`config.mk`:
```
export PLATFORM = sky130hd
export DESIGN_NAME = alureg_seq
export DESIGN_NICKNAME = d
export VERILOG_FILES = /design/src/rtl/alureg_seq.sv
export SDC_FILE = /design/constraint.sdc
export NUM_CORES = 1
export LEC_CHECK = 0
export BUFFER_PORTS_ARGS = -buffer_cell sky130_fd_sc_hd__buf_2
export CAP_MARGIN = 10
export CORE_MARGIN = 2
export CORE_UTILIZATION = 41
export CTS_CLUSTER_DIAMETER = 40
export DETAILED_ROUTE_END_ITERATION = 8
export HOLD_SLACK_MARGIN = 0.08
export PLACE_DENSITY = 0.66
export SLEW_MARGIN = 20
export SYNTH_ARGS = -nofsm -noshare
export SYNTH_HDL_FRONTEND = slang
export SYNTH_SLANG_ARGS = --single-unit
```
`constraint.sdc`:
```
create_clock -name clk_i -period 14.3 [get_ports clk_i]
set_input_delay 2.86 -clock clk_i [delete_from_list [all_inputs] [get_ports clk_i]]
set_output_delay 2.86 -clock clk_i [all_outputs]
set_load 0.02 [all_outputs]
```
`src/rtl/alureg_seq.sv`:
```
`default_nettype none
// ============================================================================
// Module   : alureg_seq
// Purpose  : REGCOUNT-entry register file with an integrated byte ALU and a
//            byte-serial sequencer for register-pair operations (DAD/INX/DCX).
//            Pair operations run low byte first and carry into the high byte.
//            F (flags) and A (accumulator) are the top two register entries.
// Ports    : clk_i            clock, all state on rising edge
//            rst_ni           asynchronous active-low reset
//            op_stb_i         op request, accepted when op_stb_i & op_rdy_o
//            op_cod_i         opcode
//            op_dst_i         destination register (MOV/INR/DCR)
//            op_src_i         source register; pair ops use the upper bits
//            op_imm_i         immediate operand
//            op_uim_i         1 = second operand taken from op_imm_i
//            ext_wr_i         external register load, honoured only when idle
//            ext_sel_i        external load target
//            ext_dat_i        external load data
//            rd_sel_i         asynchronous read port select
//            rd_dat_o         regs[rd_sel_i]
//            flag_q_o         regs[REG_F]
//            op_rdy_o         sequencer idle, may accept an op
//            op_done_o        high in the cycle the final write occurs
// Options  : ALUREG_SEQ_DAA_EN  when defined, opcode 14 is decimal adjust of A;
//                               otherwise opcode 14 is a NOP.
// Revision : 1.0  initial release
// ============================================================================
module alureg_seq #(
    parameter int DATASIZE = 8,
    parameter int REGSBITS = 3,
    parameter int REG_F    = (2**REGSBITS) - 2,
    parameter int REG_A    = (2**REGSBITS) - 1
) (
    input  logic                clk_i,
    input  logic                rst_ni,
    input  logic                op_stb_i,
    input  logic [3:0]          op_cod_i,
    input  logic [REGSBITS-1:0] op_dst_i,
    input  logic [REGSBITS-1:0] op_src_i,
    input  logic [DATASIZE-1:0] op_imm_i,
    input  logic                op_uim_i,
    input  logic                ext_wr_i,
    input  logic [REGSBITS-1:0] ext_sel_i,
    input  logic [DATASIZE-1:0] ext_dat_i,
    input  logic [REGSBITS-1:0] rd_sel_i,
    output logic [DATASIZE-1:0] rd_dat_o,
    output logic [DATASIZE-1:0] flag_q_o,
    output logic                op_rdy_o,
    output logic                op_done_o
);
    localparam int REGCOUNT = 2**REGSBITS;
    localparam int REGPAIRS = REGCOUNT / 2;

    localparam logic [3:0] OP_ADD = 4'd0,  OP_ADC = 4'd1,  OP_SUB = 4'd2,  OP_SBB = 4'd3;
    localparam logic [3:0] OP_AND = 4'd4,  OP_XOR = 4'd5,  OP_OR  = 4'd6,  OP_CMP = 4'd7;
    localparam logic [3:0] OP_MOV = 4'd8,  OP_INR = 4'd9,  OP_DCR = 4'd10, OP_DAD = 4'd11;
    localparam logic [3:0] OP_INX = 4'd12, OP_DCX = 4'd13, OP_DAA = 4'd14;

    localparam logic [REGSBITS-1:0] IDX_F   = REGSBITS'(REG_F);
    localparam logic [REGSBITS-1:0] IDX_A   = REGSBITS'(REG_A);
    localparam logic [REGSBITS-1:0] IDX_H   = REGSBITS'(REGCOUNT - 4);
    localparam logic [REGSBITS-1:0] IDX_L   = REGSBITS'(REGCOUNT - 3);
    localparam logic [REGSBITS-2:0] PAIR_FA = (REGSBITS-1)'(REGPAIRS - 1);

    // S, Z, AC, P, C positions; every other flag bit reads as zero.
    localparam logic [DATASIZE-1:0] FLAG_MASK = (DATASIZE'(1) << (DATASIZE-1))
                                              | (DATASIZE'(1) << (DATASIZE-2))
                                              | DATASIZE'(8'h15);

    typedef enum logic [1:0] {S_IDLE = 2'd0, S_EXLO = 2'd1, S_EXHI = 2'd2} state_t;

    state_t              state_q, state_d;
    logic [DATASIZE-1:0] regs_q [REGCOUNT];
    logic [3:0]          cod_q;
    logic [REGSBITS-1:0] dst_q, src_q;
    logic [DATASIZE-1:0] imm_q;
    logic                uim_q;
    logic                carry_q, carry_d;

    logic                wr_en, fl_en;
    logic [REGSBITS-1:0] wr_idx;
    logic [DATASIZE-1:0] wr_dat, fl_dat;
    logic [DATASIZE:0]   lo_sum, hi_sum;

    function automatic logic [DATASIZE-1:0] mk_flags(input logic [DATASIZE-1:0] r,
                                                     input logic ac, input logic c);
        logic [DATASIZE-1:0] f;
        f             = '0;
        f[DATASIZE-1] = r[DATASIZE-1];
        f[DATASIZE-2] = (r == '0);
        f[4]          = ac;
        f[2]          = ~^r;
        f[0]          = c;
        return f;
    endfunction

    // Operand views of the latched op. Even pair index is the high byte.
    logic [DATASIZE-1:0] acc, flg, op2, dst_val, lo_val, hi_val;
    logic [REGSBITS-2:0] pair;
    logic [REGSBITS-1:0] idx_hi, idx_lo;
    logic                pair_fa, is_pair, accept;

    assign acc     = regs_q[IDX_A];
    assign flg     = regs_q[IDX_F];
    assign op2     = uim_q ? imm_q : regs_q[src_q];
    assign dst_val = regs_q[dst_q];
    assign pair    = src_q[REGSBITS-1:1];
    assign idx_hi  = {pair, 1'b0};
    assign idx_lo  = {pair, 1'b1};
    assign lo_val  = regs_q[idx_lo];
    assign hi_val  = regs_q[idx_hi];
    assign pair_fa = (pair == PAIR_FA);
    assign is_pair = (cod_q == OP_DAD) || (cod_q == OP_INX) || (cod_q == OP_DCX);
    assign accept  = (state_q == S_IDLE) && op_stb_i;

    // Byte ALU; subtraction borrow appears as the extra top bit.
    logic [DATASIZE:0]   alu_sum;
    logic [4:0]          alu_nib;
    logic                alu_cin, alu_ac, alu_c;
    logic [DATASIZE-1:0] alu_res;

    always_comb begin
        alu_cin = ((cod_q == OP_ADC) || (cod_q == OP_SBB)) ? flg[0] : 1'b0;
        alu_sum = '0;
        alu_nib = '0;
        alu_res = '0;
        alu_ac  = 1'b0;
        alu_c   = 1'b0;
        case (cod_q)
            OP_ADD, OP_ADC: begin
                alu_sum = {1'b0, acc} + {1'b0, op2} + {{DATASIZE{1'b0}}, alu_cin};
                alu_nib = {1'b0, acc[3:0]} + {1'b0, op2[3:0]} + {4'd0, alu_cin};
                alu_res = alu_sum[DATASIZE-1:0];
                alu_ac  = alu_nib[4];
                alu_c   = alu_sum[DATASIZE];
            end
            OP_SUB, OP_SBB, OP_CMP: begin
                alu_sum = {1'b0, acc} - {1'b0, op2} - {{DATASIZE{1'b0}}, alu_cin};
                alu_nib = {1'b0, acc[3:0]} - {1'b0, op2[3:0]} - {4'd0, alu_cin};
                alu_res = alu_sum[DATASIZE-1:0];
                alu_ac  = alu_nib[4];
                alu_c   = alu_sum[DATASIZE];
            end
            OP_AND:  alu_res = acc & op2;
            OP_XOR:  alu_res = acc ^ op2;
            OP_OR:   alu_res = acc | op2;
            default: alu_res = '0;
        endcase
    end

`ifdef ALUREG_SEQ_DAA_EN
    // Decimal adjust: +6 on the low nibble, then +0x60 when the adjusted
    // high nibble overflows or a carry is already pending.
    logic [4:0]          daa_nib;
    logic [8:0]          daa_t;
    logic [7:0]          daa_adj;
    logic                daa_lo, daa_hi, daa_ac;
    logic [DATASIZE-1:0] daa_res;

    always_comb begin
        daa_lo  = (acc[3:0] > 4'd9) | flg[4];
        daa_nib = {1'b0, acc[3:0]} + 5'd6;
        daa_ac  = daa_lo & daa_nib[4];
        daa_t   = {1'b0, acc[7:0]} + (daa_lo ? 9'd6 : 9'd0);
        daa_hi  = flg[0] | daa_t[8] | (daa_t[7:4] > 4'd9);
        daa_adj = {1'b0, daa_hi, daa_hi, 2'b00, daa_lo, daa_lo, 1'b0};
        daa_res = acc + DATASIZE'(daa_adj);
    end
`endif

    always_comb begin
        state_d = state_q;
        carry_d = carry_q;
        wr_en   = 1'b0;
        wr_idx  = dst_q;
        wr_dat  = '0;
        fl_en   = 1'b0;
        fl_dat  = flg;
        lo_sum  = '0;
        hi_sum  = '0;
        case (state_q)
            S_IDLE: begin
                // A simultaneous op request takes priority over the bus load.
                if (op_stb_i) begin
                    state_d = S_EXLO;
                end else if (ext_wr_i) begin
                    wr_en  = 1'b1;
                    wr_idx = ext_sel_i;
                    wr_dat = ext_dat_i;
                end
            end
            S_EXLO: begin
                state_d = is_pair ? S_EXHI : S_IDLE;
                case (cod_q)
                    OP_ADD, OP_ADC, OP_SUB, OP_SBB, OP_AND, OP_XOR, OP_OR: begin
                        wr_en  = 1'b1;
                        wr_idx = IDX_A;
                        wr_dat = alu_res;
                        fl_en  = 1'b1;
                        fl_dat = mk_flags(alu_res, alu_ac, alu_c);
                    end
                    OP_CMP: begin
                        fl_en  = 1'b1;
                        fl_dat = mk_flags(alu_res, alu_ac, alu_c);
                    end
                    OP_MOV: begin
                        wr_en  = 1'b1;
                        wr_dat = op2;
                    end
                    OP_INR: begin
                        wr_en  = 1'b1;
                        wr_dat = dst_val + DATASIZE'(1);
                        fl_en  = 1'b1;
                        fl_dat = mk_flags(wr_dat, dst_val[3:0] == 4'hF, flg[0]);
                    end
                    OP_DCR: begin
                        wr_en  = 1'b1;
                        wr_dat = dst_val - DATASIZE'(1);
                        fl_en  = 1'b1;
                        fl_dat = mk_flags(wr_dat, dst_val[3:0] == 4'h0, flg[0]);
                    end
                    OP_DAD: begin
                        lo_sum  = {1'b0, regs_q[IDX_L]} + {1'b0, lo_val};
                        carry_d = lo_sum[DATASIZE];
                        wr_en   = !pair_fa;
                        wr_idx  = IDX_L;
                        wr_dat  = lo_sum[DATASIZE-1:0];
                    end
                    OP_INX, OP_DCX: begin
                        // Top bit is the carry (INX) or borrow (DCX) into the high byte.
                        lo_sum  = (cod_q == OP_INX) ? ({1'b0, lo_val} + (DATASIZE+1)'(1))
                                                    : ({1'b0, lo_val} - (DATASIZE+1)'(1));
                        carry_d = lo_sum[DATASIZE];
                        wr_en   = !pair_fa;
                        wr_idx  = idx_lo;
                        wr_dat  = lo_sum[DATASIZE-1:0];
                    end
`ifdef ALUREG_SEQ_DAA_EN
                    OP_DAA: begin
                        wr_en  = 1'b1;
                        wr_idx = IDX_A;
                        wr_dat = daa_res;
                        fl_en  = 1'b1;
                        fl_dat = mk_flags(daa_res, daa_ac, daa_hi);
                    end
`endif
                    default: ;
                endcase
            end
            S_EXHI: begin
                state_d = S_IDLE;
                case (cod_q)
                    OP_DAD: begin
                        hi_sum = {1'b0, regs_q[IDX_H]} + {1'b0, hi_val}
                               + {{DATASIZE{1'b0}}, carry_q};
                        wr_en  = !pair_fa;
                        wr_idx = IDX_H;
                        wr_dat = hi_sum[DATASIZE-1:0];
                        fl_en  = !pair_fa;
                        fl_dat = {flg[DATASIZE-1:1], hi_sum[DATASIZE]};
                    end
                    OP_INX, OP_DCX: begin
                        hi_sum = (cod_q == OP_INX)
                               ? ({1'b0, hi_val} + {{DATASIZE{1'b0}}, carry_q})
                               : ({1'b0, hi_val} - {{DATASIZE{1'b0}}, carry_q});
                        wr_en  = !pair_fa;
                        wr_idx = idx_hi;
                        wr_dat = hi_sum[DATASIZE-1:0];
                    end
                    default: ;
                endcase
            end
            default: state_d = S_IDLE;
        endcase
        if (wr_en && (wr_idx == IDX_F)) begin
            wr_dat = wr_dat & FLAG_MASK;
        end
    end

    always_ff @(posedge clk_i or negedge rst_ni) begin
        if (!rst_ni) begin
            state_q <= S_IDLE;
            cod_q   <= '0;
            dst_q   <= '0;
            src_q   <= '0;
            imm_q   <= '0;
            uim_q   <= 1'b0;
            carry_q <= 1'b0;
            for (int i = 0; i < REGCOUNT; i++) begin
                regs_q[i] <= '0;
            end
        end else begin
            state_q <= state_d;
            carry_q <= carry_d;
            if (accept) begin
                cod_q <= op_cod_i;
                dst_q <= op_dst_i;
                src_q <= op_src_i;
                imm_q <= op_imm_i;
                uim_q <= op_uim_i;
            end
            // Flag update follows the data write so flags win when dst is F.
            if (wr_en) regs_q[wr_idx] <= wr_dat;
            if (fl_en) regs_q[IDX_F]  <= fl_dat;
        end
    end

    assign rd_dat_o  = regs_q[rd_sel_i];
    assign flag_q_o  = flg;
    assign op_rdy_o  = (state_q == S_IDLE);
    assign op_done_o = ((state_q == S_EXLO) && !is_pair) || (state_q == S_EXHI);

endmodule
`default_nettype wire
```
# Word-level counts from Yosys, hierarchy flattened
# Index checks and enable logic that the tools add are counted.
# W data, S select, Z words.
word_totals:
  elab_cells: 161
  mem_count: 0
  ramBits: 0
  output_inout_bits: 18
  rom_bits: 0
  inputBits: 37
  ff_bits: 86
  latch_bits: 0
op_classes:
  magnitude_cmp: 7
  n_reduce_logical: 32
  addsub: 17
  bitwise_logic: 9
  n_mul: 0
  n_div: 0
  n_eq_ne: 27
  muxes: 53
  shifts: 0
ops:
  columns: ["cell", "n"]
  rows:
  - ["$mux W8", 16]
  - ["$bmux W8 S3", 5]
  - ["$bwmux W64", 1]
  - ["$pmux W8 S3", 2]
  - ["$pmux W8 S6", 1]
  - ["$pmux W8 S5", 1]
  - ["$pmux W8 S2", 2]
  - ["$eq A4 B4 Y1 const B", 7]
  - ["$add A8 B8 Y9", 3]
  - ["$demux W8 S3", 1]
  - ["$ge A4 B4 Y1 const B", 6]
  - ["$logic_not A8 Y1", 3]
  - ["$not A3 Y4", 6]
  - ["$reduce_xnor A8 Y1", 3]
  - ["$reduce_or A10 Y1", 2]
  - ["$add A9 B1 Y9", 2]
  - ["$pmux W3 S3", 2]
  - ["$eq A4 B3 Y1 const B", 4]
  - ["$mux W16", 1]
  - ["$ne A3 B3 Y1 const B", 4]
  - ["$pmux W1 S2", 5]
  - ["$add A8 B1 Y9 const B", 1]
  - ["$mux W9", 1]
  - ["$sub A8 B1 Y9 const B", 1]
  - ["43 further kinds", 65]

# Logic depth before layout (Yosys ltp)
logic_depth:
  word_depth: 14
  mapped_depth: 21
  mapped_depth_nobuf: 19

# Worst setup path before layout
# No wires, ideal clock.
synth_timing:
  kind: "input to output"
  from: "input rd_sel_i[1]"
  to: "output rd_dat_o[0]"
  slack_ns: 6.778
  required_time_ns: 11.440
  arrival_time_ns: 4.662
  path_buffers: 2
  path_stages: 4
  cell_sequence: "clkbuf_1 > buf_1 > mux4_2 > mux2_2"
synth_between:
  elab_chain_cells: 4
synth_rtl:
  columns: ["item", "line_no", "text"]
  rows:
  - ["from (decl)", "45", "input logic [REGSBITS-1:0] rd_sel_i,"]
  - ["$not A3 Y4 (not written as such)", "308", "assign rd_dat_o = regs_q[rd_sel_i];"]
  - ["$bmux W8 S3", "308", null]
  - ["$mux W8 (not written as such) (2 in a row)", "308", null]
  - ["to (decl)", "46", "output logic [DATASIZE-1:0] rd_dat_o,"]
# Every way passes these cells. The select of a mux whose other input is x is not followed.

# Worst setup path in the final report
layout_timing:
  from: "input rd_sel_i[1]"
  to: "output rd_dat_o[7]"
# Same word-level chain as after synthesis.

==> summary.txt <==
Critical path
  – Worst Path Required: 11,440 ps
  – CP max FO: 16
  – Worst setup path class: in2out
  – Type of destination of the critical path: output pin
  – Worst setup slack for register-to-register paths: 8570 ps
  – Kind of start point of the critical path: primary input
  – Worst path arrival time: 4340 ps

Place
  – Final weighted congestion in routability-driven placement: 1.01
  – Half-perimeter wire length of the detailed placement result: 23,300 µm
  – Number of buffers added on ports: 54

Clock network
  – Number of buffers created by CTS: 9
  – Resized Gates After CTS: 0
  – Sinks on Clock Net: 86
  – Maximum clock path buffer count: 2
  – Clock latency on the worst-skew pair: 360 ps
  – H-tree depth reported by CTS: 3
  – Cell at the root of the clock tree: sky130_fd_sc_hd__clkbuf_16
  – TritonCTS clock tree: done
  – Clock-pin slew of the registers on the worst-case setup and hold paths: 70 ps
  – Post-CTS Setup Repair Bufs: 0
  – Hold buffers post-CTS: 0

Layout
  – Fraction of final layout cells sized beyond drive strength 1: 0.224
  – Growth of design area from synthesis to finish: 8.14%
  – Most common cell after layout, fill and taps aside: sky130_fd_sc_hd__dfrtp_1
  – Ant. Diodes: 0
  – Top library cells by usage in the layout, fill and taps aside: sky130_fd_sc_hd__dfrtp_1 (86), sky130_fd_sc_hd__ha_1 (78), sky130_fd_sc_hd__mux2_2 (75), sky130_fd_sc_hd__nand2_1 (53), sky130_fd_sc_hd__buf_2 (53)
  – Final Net Count: 1,075

Floorplan
  – Die W: 154 µm
  – Core Footprint: 21,900 µm²
  – Initial core utilization: 0.419
  – Die Height: 154 µm
  – Top-level port count: 55
  – Die footprint: 23,600 µm²
  – Standard-cell row count: 54

Synth
  – Syn Nets: 1,054
  – Yosys reg bits: 86
  – Share of async-settable or async-resettable flops after synthesis: 1.00
  – EDFF count, synth: 0
  – Synthesized area per cell: 9.86 µm²
  – Number of synthesis warnings: 0
  – Count of unique library cells instantiated by Yosys: 84
  – Cell count after synthesis: 930
  – Mapped Area: 9170 µm²
  – Proportion of synthesized chip area in sequential cells: 0.235
  – Most used flip-flop cell after synthesis: sky130_fd_sc_hd__dfrtp_1

Routing
  – Highest metal layer with signal wires: met4
  – Sum of routed wire segments on met1: 13,100 µm
  – Final ANT Viol Nets: 0
  – Count of TritonRoute iterations in the first routing pass: 8
  – Total wirelength of the detailed-routed design: 30,100 µm
  – Total via count after detailed routing: 7,882
  – Routed met2 length: 13,400 µm
  – Met3 wire length: 2680 µm
  – DRT iter0 DRCs: 793
  – Via-per-instance ratio: 6.38
  – Detailed-route wire length per cell: 24.4 µm
  – DRC violation count after routing: 0

Global route
  – Pin count of the biggest net entering global routing: 52
  – Global route overflow: 0
  – Total routing usage reported by global routing: 0.256
  – Number of antenna violations at the first check in global routing: 0
  – Global-route wire length before repair: 46,100 µm
  – Via count of the first global-routing pass: 7,572

Timing
  – Worst slack on hold paths: 507 ps
  – Relative max-transition margin: 0.246
  – Final clock period utilization by the worst path: 0.504
  – FMAX: 0.139 GHz
  – RSZ-0062 raised after global routing: false
  – Pins over their slew limit: 0
  – Clock period minus worst slack: 7200 ps
  – Fin Setup TNS: 0 ps
  – Final Hold Violating Endpoints: 0
  – Slew of the pin with the lowest slew margin: 1130 ps
  – Total of endpoints with negative setup slack in the final report: 0
  – Clock skew after layout: 12.4 ps

Outcome
  – Run status: complete, no violations

Flow run
  – Max-cap violations: 0

Worst hold path
  – Hold Crit Class: reg2reg
## final cells by class
| type | count | area (µm²) |
|---|---|---|
| fill | 2126 | 12000 |
| multi-input combinational | 745 | 6580 |
| timing repair buffer | 62 | 333 |
| sequential | 86 | 2150 |
| clock inverter | 7 | 103 |
| tap | 280 | 350 |
| inverter | 47 | 176 |
| clock buffer | 9 | 225 |
## registers in the layout, indices dropped and copies added (netlist names)
| register | count |
|---|---|
| dst_q | 3 |
| state_q | 2 |
| src_q | 3 |
| acc | 8 |
| uim_q | 1 |
| imm_q | 8 |
| cod_q | 4 |
| regs_q | 48 |
| flag_q_o | 8 |
| carry_q | 1 |
## synth_stat cells (5+ instances only)
cell type | n | area, µm²
sky130_fd_sc_hd__mux2_2 | 75 | 845
sky130_fd_sc_hd__a211oi_1 | 13 | 97.6
sky130_fd_sc_hd__a21o_1 | 12 | 90.1
sky130_fd_sc_hd__dfrtp_1 | 86 | 2150
sky130_fd_sc_hd__o22ai_1 | 7 | 43.8
sky130_fd_sc_hd__xor2_1 | 18 | 158
sky130_fd_sc_hd__o211ai_1 | 12 | 90.1
sky130_fd_sc_hd__nand3_1 | 26 | 130
sky130_fd_sc_hd__mux2i_1 | 32 | 320
sky130_fd_sc_hd__buf_2 | 10 | 50.1
sky130_fd_sc_hd__fa_1 | 9 | 180
sky130_fd_sc_hd__a21oi_1 | 45 | 225
sky130_fd_sc_hd__o221ai_1 | 6 | 52.6
sky130_fd_sc_hd__nand4_1 | 8 | 50.1
sky130_fd_sc_hd__a22oi_1 | 12 | 90.1
sky130_fd_sc_hd__o21ai_0 | 49 | 245
sky130_fd_sc_hd__nor2_1 | 42 | 158
sky130_fd_sc_hd__nand2b_1 | 16 | 100
sky130_fd_sc_hd__a22o_1 | 6 | 52.6
sky130_fd_sc_hd__mux4_2 | 43 | 968
sky130_fd_sc_hd__o21a_1 | 9 | 67.6
sky130_fd_sc_hd__inv_1 | 45 | 169
sky130_fd_sc_hd__nand2_1 | 53 | 199
sky130_fd_sc_hd__buf_4 | 11 | 82.6
sky130_fd_sc_hd__a2111oi_0 | 5 | 43.8
sky130_fd_sc_hd__a221oi_1 | 6 | 52.6
sky130_fd_sc_hd__a31oi_1 | 7 | 43.8
sky130_fd_sc_hd__a221o_1 | 5 | 50.1
sky130_fd_sc_hd__xnor2_1 | 32 | 280
sky130_fd_sc_hd__ha_1 | 78 | 976
sky130_fd_sc_hd__o21bai_1 | 5 | 37.5
sky130_fd_sc_hd__nor3_1 | 18 | 90.1
sky130_fd_sc_hd__o31ai_1 | 5 | 37.5
sky130_fd_sc_hd__nor2b_1 | 10 | 62.6
sky130_fd_sc_hd__buf_1 | 5 | 18.8
sky130_fd_sc_hd__and2_1 | 7 | 43.8
sky130_fd_sc_hd__clkbuf_1 | 24 | 90.1
## path summary, 6_finish.rpt
kind,startpoint,endpoint,cells past startpoint
max in group asynchronous,rst_ni,acc[2],2
max,rd_sel_i[1],rd_dat_o[7],4
min,src_q[2],src_q[2],1
max reg2reg,src_q[1],flag_q_o[2],19
min in group asynchronous,rst_ni,regs_q[61],1
min reg2reg,src_q[2],src_q[2],1
## routing by layer
| layer | track usage | up-vias |
|---|---|---|
| met4 | 0.0865 | 0 |
| met2 | 0.384 | 358 |
| li1 | - | 3575 |
| met1 | 0.359 | 3892 |
| met3 | 0.0671 | 57 |
| met5 | 0 | - |
## worst max-delay path, stage by stage
cell                     delay (ps)
sky130_fd_sc_hd__buf_2          450
sky130_fd_sc_hd__mux4_2         580
sky130_fd_sc_hd__mux2_2         290
sky130_fd_sc_hd__buf_2          160
## logic make-up (layout without fill, tap and decap cells)
logic type / Yosys count / after routing / synth area share
AOI/OAI and AO/OA: 240 / 240 / 0.185
xor gates and xnor gates: 50 / 50 / 0.0477
adders and majority gates: 87 / 87 / 0.126
buffers and inverters: 99 / 125 / 0.0480
DFF: 86 / 86 / 0.235
muxes: 155 / 155 / 0.239
and+or+nand+nor: 213 / 213 / 0.120
## stage by stage
stage	area, µm²	setup slack (ps)	utilization	instances
final	9920	7100	0.453	1236
after global placement	9590	7120	0.438	1220
after CTS	9920	7080	0.453	1236
after floorplan	9170	6780	-	930
after detailed placement	9590	7080	0.438	1220
after global routing	9920	6990	0.453	1236
Power is not shown: default switching activity piles up to over one toggle a cycle in this logic, so the estimate is an artifact.
